$ cat config.mk
export PLATFORM = sky130hd
export DESIGN_NAME = mac_act_buffer_flat
export DESIGN_NICKNAME = d
export VERILOG_FILES = /design/src/rtl/mac_act_buffer_if.sv /design/src/rtl/mac_act_buffer.sv /design/src/flat_wrapper.sv
export SDC_FILE = /design/constraint.sdc
export NUM_CORES = 1
export LEC_CHECK = 0
export CAP_MARGIN = 20
export CORE_UTILIZATION = 43
export DETAILED_ROUTE_END_ITERATION = 10
export GPL_TIMING_DRIVEN = 0
export HOLD_SLACK_MARGIN = 0.08
export PLACE_DENSITY = 0.72
export SLEW_MARGIN = 30
export SYNTH_ARGS = -nofsm -noshare
export SYNTH_HDL_FRONTEND = slang
export SYNTH_SLANG_ARGS = --single-unit
export TNS_END_PERCENT = 100
$ cat constraint.sdc
create_clock -name clk -period 4.8 [get_ports clk]
set_input_delay 0.72 -clock clk [delete_from_list [all_inputs] [get_ports clk]]
set_output_delay 0.72 -clock clk [all_outputs]
set_load 0.01 [all_outputs]
$ cat src/rtl/mac_act_buffer_if.sv
// mac_act_buffer_if: producer (MAC result) and consumer (drain) signals of the
// activation buffer. The slave modport is the buffer itself; the master modport
// is whatever drives the MAC side and consumes results.
interface mac_act_buffer_if #(
   parameter int DATA_W = 16,
   parameter int CNT_W  = 3
);
   logic                     mac_done;
   logic signed [DATA_W-1:0] mac_out;
   logic signed [DATA_W-1:0] bias;
   logic                     out_ready;
   logic                     out_valid;
   logic signed [DATA_W-1:0] out_data;
   logic [CNT_W-1:0]         level;
   logic                     full;
   logic                     overflow;

   modport master (
      output mac_done, mac_out, bias, out_ready,
      input  out_valid, out_data, level, full, overflow
   );

   modport slave (
      input  mac_done, mac_out, bias, out_ready,
      output out_valid, out_data, level, full, overflow
   );
endinterface

$ cat src/rtl/mac_act_buffer.sv
// mac_act_buffer: captures finished MAC sums, adds a signed bias, saturates to
// DATA_W, optionally applies ReLU, and queues results in a small FIFO drained
// over valid/ready. A slow consumer never stalls the MAC; a result arriving at
// a full FIFO with no pop is dropped and the sticky overflow flag is raised.
// Build option: define MAC_ACT_RELU_EN to clamp negative results to zero.
module mac_act_buffer #(
   parameter int DATA_W = 16,
   parameter int DEPTH  = 4,
   parameter int CNT_W  = 3
) (
   input logic             clk,
   input logic             reset,
   mac_act_buffer_if.slave bus
);
   localparam int               PTR_W    = $clog2(DEPTH);
   localparam logic [CNT_W-1:0] LVL_FULL = CNT_W'(DEPTH);

   // Clamp a DATA_W+1 bit sum into DATA_W; the top two bits differ only on overflow.
   function automatic logic signed [DATA_W-1:0] sat_fn(input logic signed [DATA_W:0] x);
      logic signed [DATA_W-1:0] r;
      if (x[DATA_W] != x[DATA_W-1])
         r = x[DATA_W] ? $signed({1'b1, {(DATA_W-1){1'b0}}})
                       : $signed({1'b0, {(DATA_W-1){1'b1}}});
      else
         r = x[DATA_W-1:0];
      return r;
   endfunction

   // Activation applied after saturation.
   function automatic logic signed [DATA_W-1:0] act_fn(input logic signed [DATA_W-1:0] x);
`ifdef MAC_ACT_RELU_EN
      return x[DATA_W-1] ? '0 : x;
`else
      return x;
`endif
   endfunction

   logic signed [DATA_W:0]   sum_p1;
   logic                     vld_p1;
   logic signed [DATA_W-1:0] res_p2;
   logic                     vld_p2;

   // Stage valids: a done pulse walks through capture and condition stages.
   always_ff @(posedge clk or negedge reset) begin
      if (!reset) begin
         vld_p1 <= 1'b0;
         vld_p2 <= 1'b0;
      end else begin
         vld_p1 <= bus.mac_done;
         vld_p2 <= vld_p1;
      end
   end

   // Stage data: p1 holds the widened bias sum, p2 the saturated/activated result.
   always_ff @(posedge clk) begin
      if (bus.mac_done)
         sum_p1 <= $signed({bus.mac_out[DATA_W-1], bus.mac_out})
                 + $signed({bus.bias[DATA_W-1], bus.bias});
      if (vld_p1)
         res_p2 <= act_fn(sat_fn(sum_p1));
   end

   logic [DATA_W-1:0] mem [DEPTH];
   logic [PTR_W-1:0]  wr_ptr;
   logic [PTR_W-1:0]  rd_ptr;
   logic [CNT_W-1:0]  level_q;
   logic              ovf_q;
   logic [DATA_W-1:0] hold_q;
   logic              full_w;
   logic              empty_w;
   logic              pop_w;
   logic              wr_en_w;

   assign full_w  = (level_q == LVL_FULL);
   assign empty_w = (level_q == '0);
   assign pop_w   = !empty_w && bus.out_ready;
   // A full FIFO still accepts a push when the head leaves on the same edge.
   assign wr_en_w = vld_p2 && (!full_w || pop_w);

   // FIFO storage: data only, no reset needed.
   always_ff @(posedge clk) begin
      if (wr_en_w)
         mem[wr_ptr] <= res_p2;
   end

   // FIFO control: pointers, occupancy, sticky overflow, last popped head.
   // hold_q is reset so out_data is defined before the first push.
   always_ff @(posedge clk or negedge reset) begin
      if (!reset) begin
         wr_ptr  <= '0;
         rd_ptr  <= '0;
         level_q <= '0;
         ovf_q   <= 1'b0;
         hold_q  <= '0;
      end else begin
         if (wr_en_w)
            wr_ptr <= wr_ptr + PTR_W'(1);
         if (pop_w) begin
            rd_ptr <= rd_ptr + PTR_W'(1);
            hold_q <= mem[rd_ptr];
         end
         if (vld_p2 && full_w && !pop_w)
            ovf_q <= 1'b1;
         case ({wr_en_w, pop_w})
            2'b10:   level_q <= level_q + CNT_W'(1);
            2'b01:   level_q <= level_q - CNT_W'(1);
            default: ;
         endcase
      end
   end

   assign bus.out_valid = !empty_w;
   assign bus.out_data  = empty_w ? hold_q : mem[rd_ptr];
   assign bus.level     = level_q;
   assign bus.full      = full_w;
   assign bus.overflow  = ovf_q;
endmodule

$ cat src/flat_wrapper.sv
// flat-port wrapper written by rule: the top's interface ports become plain ports
module mac_act_buffer_flat 
#(
   parameter int DATA_W = 16,
   parameter int DEPTH  = 4,
   parameter int CNT_W  = 3
)
  (clk, reset, bus_mac_done, bus_mac_out, bus_bias, bus_out_ready, bus_out_valid, bus_out_data, bus_level, bus_full, bus_overflow);
  mac_act_buffer_if #(.DATA_W(DATA_W), .CNT_W(CNT_W)) bus_i ();
  input logic clk;
  input logic reset;
  input wire logic [$bits(bus_i.mac_done)-1:0] bus_mac_done;
  input wire logic [$bits(bus_i.mac_out)-1:0] bus_mac_out;
  input wire logic [$bits(bus_i.bias)-1:0] bus_bias;
  input wire logic [$bits(bus_i.out_ready)-1:0] bus_out_ready;
  output wire logic [$bits(bus_i.out_valid)-1:0] bus_out_valid;
  output wire logic [$bits(bus_i.out_data)-1:0] bus_out_data;
  output wire logic [$bits(bus_i.level)-1:0] bus_level;
  output wire logic [$bits(bus_i.full)-1:0] bus_full;
  output wire logic [$bits(bus_i.overflow)-1:0] bus_overflow;
  assign bus_i.mac_done = bus_mac_done;
  assign bus_i.mac_out = bus_mac_out;
  assign bus_i.bias = bus_bias;
  assign bus_i.out_ready = bus_out_ready;
  assign bus_out_valid = bus_i.out_valid;
  assign bus_out_data = bus_i.out_data;
  assign bus_level = bus_i.level;
  assign bus_full = bus_i.full;
  assign bus_overflow = bus_i.overflow;
  mac_act_buffer #(.DATA_W(DATA_W), .DEPTH(DEPTH), .CNT_W(CNT_W)) u_core (.clk(clk), .reset(reset), .bus(bus_i));
endmodule
==> out/qor.tcl <==
set qor(gr-usage-met3_pct) 3.50
set qor(timing.max_cap.violations) 0
set qor(num-nets-final) 468
set qor(grt_first_pass_wirelength_um) 14900
set qor(ctsHoldBuffers) 0
set qor(number_of_vias_in_the_routed_layout) 3011
set qor(synth_sequential_area_ratio_pct) 63.9
set qor(place_congestion) 0.848
set qor(cts_root_buffer) {sky130_fd_sc_hd__clkbuf_16}
set qor(clock-skew-final_ps) 6.54
set qor(setup_viol_count_final) 0
set qor(final_min_period_ps) 3120
set qor(route.antenna.remaining_nets) 0
set qor(synth_warnings) 0
set qor(syn_area_per_cell_um2) 16.8
set qor(worst_pin_slew_ps) 865
set qor(critical_path_peak_fanout) 10
set qor(cts_tree) {built}
set qor(fin_tns_setup_ps) 0
set qor(post_synth_inst_count) 332
set qor(post-cts-setup-buffers) 0
set qor(maxSlewHeadroom_pct) 42.3
set qor(fp-row-count) 41
set qor(worstSkewPairLatency_ps) 400
set qor(max-clock-path-buffers) 2
set qor(power.ir.vdd_worst_mv) 0.300
set qor(vias_per_cell) 5.09
set qor(numPortBuffers) 57
set qor(min-delay-path-class) {input port to asynchronous set/reset pin}
set qor(ctsHtreeMaxLevel) 4
set qor(antenna-diode-count) 0
set qor(r2r_end) {u_core.mem[1][0]$_DFFE_PP_}
set qor(grt_max_degree) 27
set qor(die_width_um) 116
set qor(total_power_w) 0.00423
set qor(detail_route.wl_per_cell_um) 15.2
set qor(cts.sinks) 123
set qor(timing.reg2reg.worst_path_depth) 4
set qor(drt_pre_antenna_iters) 5
set qor(antenna_found_initial) 0
set qor(final_cell_area_um2) 6960
set qor(unrepaired_setup_endpoints_after_global_routing) {no}
set qor(synth_ff_type) {sky130_fd_sc_hd__edfxtp_1}
set qor(grt_busiest_layer) {met2}
set qor(post_cts.resized_instances) 0
set qor(drt_first_iter_violations) 145
set qor(place.detailed.hpwl_um) 6120
set qor(layout.filler_cells) 1013
set qor(number_of_nets_in_the_synthesized_netlist) 392
set qor(synth-edff-count) 97
set qor(gr-total-overflow) 0
set qor(die_h_um) 116
set qor(power-per-cell-area_nw_per_um2) 607
set qor(grt.met1_usage_pct) 17.7
set qor(synth.distinct_cells) 49
set qor(asyncSetResetFlopFracSynth_pct) 21.1
set qor(r2r-start) {u_core.bus.level[1]$_DFFE_PN0P_}
set qor(critPathArrivalTime_ps) 2400
set qor(post_route_cells_drive_above_1_share_pct) 21.4
set qor(post-route-drc-count) 0
set qor(placed_cell_area_um2) 6350
set qor(fin_crit_sh_pct) 65.1
set qor(core_area_um2) 12600
set qor(clk_pin_slew_ps) 50
set qor(fp.dieArea_um2) 13400
set qor(critical_path_required_ps) 4080
set qor(cts_buffers) 17
set qor(hold_violation_count_in_the_final_report) 0
set qor(setup.worst_path.class) {register to output port}
set qor(grt_pass1_vias) 3091
set qor(maximum_operating_frequency_mhz) 320
set qor(wl_um) 8990
set qor(start_kind) {register}
set qor(synthesis.area_um2) 5570
set qor(initial_core_util_pct) 44.2
set qor(outcome) {finished, final reports clean}
set qor(ios) 58
set qor(layout-area-overhead-vs-synth_pct) 24.9
set qor(grt_use_total_pct) 15.1
set qor(reg2reg_setup_slack_ps) 2780
set qor(critPathCaptureType) {output port}
set qor(static-leakage-power_nw) 2.63
set qor(final_max_slew_viol_count) 0
set qor(ys_ff_latch) 123
set qor(met2_usage_pct) 25.9
-- flip-flops by register name, indices dropped and copies added (netlist names), 2 cells and up --
register and count:
u_core.res_p2 16, u_core.sum_p1 17, u_core.bus.level 3, u_core.rd_ptr 2, u_core.mem 64, u_core.hold_q 16, u_core.wr_ptr 2
-- how the worst max path moves through the flow --
stage,startpoint,end,depth (start not counted)
6_report,u_core.rd_ptr[1]$_DFFE_PN0N_,bus_out_data[6],5
4_1_cts,u_core.rd_ptr[1]$_DFFE_PN0N_,bus_out_data[6],5
2_1_floorplan,bus_bias[0],u_core.sum_p1[10]$_DFFE_PP_,7
3_3_place_gp,bus_bias[0],u_core.sum_p1[16]$_DFFE_PP_,8
5_1_grt,u_core.rd_ptr[1]$_DFFE_PN0N_,bus_out_data[7],5
3_5_place_dp,bus_bias[0],u_core.sum_p1[16]$_DFFE_PP_,8
-- critical path, stage by stage (launching register included) --
cell and delay (ps):
sky130_fd_sc_hd__dfrtp_1 310, sky130_fd_sc_hd__buf_2 210, sky130_fd_sc_hd__buf_2 320, sky130_fd_sc_hd__mux4_2 400, sky130_fd_sc_hd__mux2_2 280, sky130_fd_sc_hd__clkdlybuf4s50_1 470
-- placed cells by master, fill, tap and decap left out, types with 3 or more instances in the layout --
cell,instances
sky130_fd_sc_hd__a21o_1,22
sky130_fd_sc_hd__a21oi_1,14
sky130_fd_sc_hd__and2_1,4
sky130_fd_sc_hd__buf_2,4
sky130_fd_sc_hd__buf_6,3
sky130_fd_sc_hd__bufinv_16,4
sky130_fd_sc_hd__clkbuf_1,5
sky130_fd_sc_hd__clkbuf_16,17
sky130_fd_sc_hd__clkdlybuf4s50_1,56
sky130_fd_sc_hd__clkinvlp_4,5
sky130_fd_sc_hd__dfrtp_1,26
sky130_fd_sc_hd__edfxtp_1,97
sky130_fd_sc_hd__ha_1,22
sky130_fd_sc_hd__inv_1,6
sky130_fd_sc_hd__mux2_2,32
sky130_fd_sc_hd__mux4_1,4
sky130_fd_sc_hd__mux4_2,12
sky130_fd_sc_hd__nand2_1,5
sky130_fd_sc_hd__nand2b_1,3
sky130_fd_sc_hd__nand3_1,3
sky130_fd_sc_hd__nor2_1,8
sky130_fd_sc_hd__o211ai_1,4
sky130_fd_sc_hd__o21ai_0,4
sky130_fd_sc_hd__o21ai_2,3
sky130_fd_sc_hd__xnor2_1,12
sky130_fd_sc_hd__xor2_1,6
-- routing by layer --
metal | vias up | part of all wire, %
met5 | - | 0
met4 | 0 | 0.88
met3 | 6 | 4.0
met2 | 75 | 50
met1 | 1474 | 45
li1 | 1456 | -
-- power breakdown --
group / internal, W / switching, W / leakage, nW
Sequential: 0.00150 / 0.000115 / 1.21
Combinational: 0.000750 / 0.000579 / 1.14
Clock: 0.000861 / 0.000422 / 0.276
-- kinds of logic (layout without fill, tap and decap cells) --
logic type,after synthesis,in the layout,synth area share (%)
AO/OA/AOI/OAI,63,63,8.20
XOR/XNOR,18,18,2.83
adder cells (fa/ha/maj),24,24,5.66
buffers and inverters,17,105,1.98
flip-flops,123,123,63.9
multiplexers,50,50,13.6
AND/OR/NAND/NOR,37,37,3.84
-- layout make-up --
cell class / instances / area [µm²] / share of cell area (%)
plain buffers: 11 / 87.6 / 1.26
clock buffers: 19 / 433 / 6.22
clock inverters: 12 / 174 / 2.50
inverters: 6 / 22.5 / 0.324
multi-input cells: 192 / 1900 / 27.3
flip-flops and latches: 123 / 3560 / 51.2
well taps: 172 / 215 / 3.09
repair buffers: 57 / 566 / 8.13
-- stage by stage --
step           hold slack (ps)  setup WS (ps)  instances  util, %
2_1_floorplan              424           2400        332        -
3_3_place_gp               442           1750        561     50.4
3_5_place_dp               447           1740        561     50.3
4_1_cts                    337           1630        592     55.2
5_1_grt                    376           1570        592     55.2
6_report                   340           1680        592     55.2
-- cells in the mapped netlist, types with 5 or more instances --
library cell / n / share of area (%)
sky130_fd_sc_hd__a21o_1: 22 / 3.0
sky130_fd_sc_hd__mux2_2: 32 / 6.5
sky130_fd_sc_hd__xor2_1: 6 / 0.94
sky130_fd_sc_hd__mux4_2: 12 / 4.8
sky130_fd_sc_hd__ha_1: 22 / 4.9
sky130_fd_sc_hd__dfrtp_1: 26 / 12
sky130_fd_sc_hd__inv_1: 6 / 0.40
sky130_fd_sc_hd__xnor2_1: 12 / 1.9
sky130_fd_sc_hd__a21oi_1: 14 / 1.3
sky130_fd_sc_hd__edfxtp_1: 97 / 52
sky130_fd_sc_hd__nand2_1: 5 / 0.34
sky130_fd_sc_hd__nor2_1: 8 / 0.54
(Power assumes the default switching activity.)
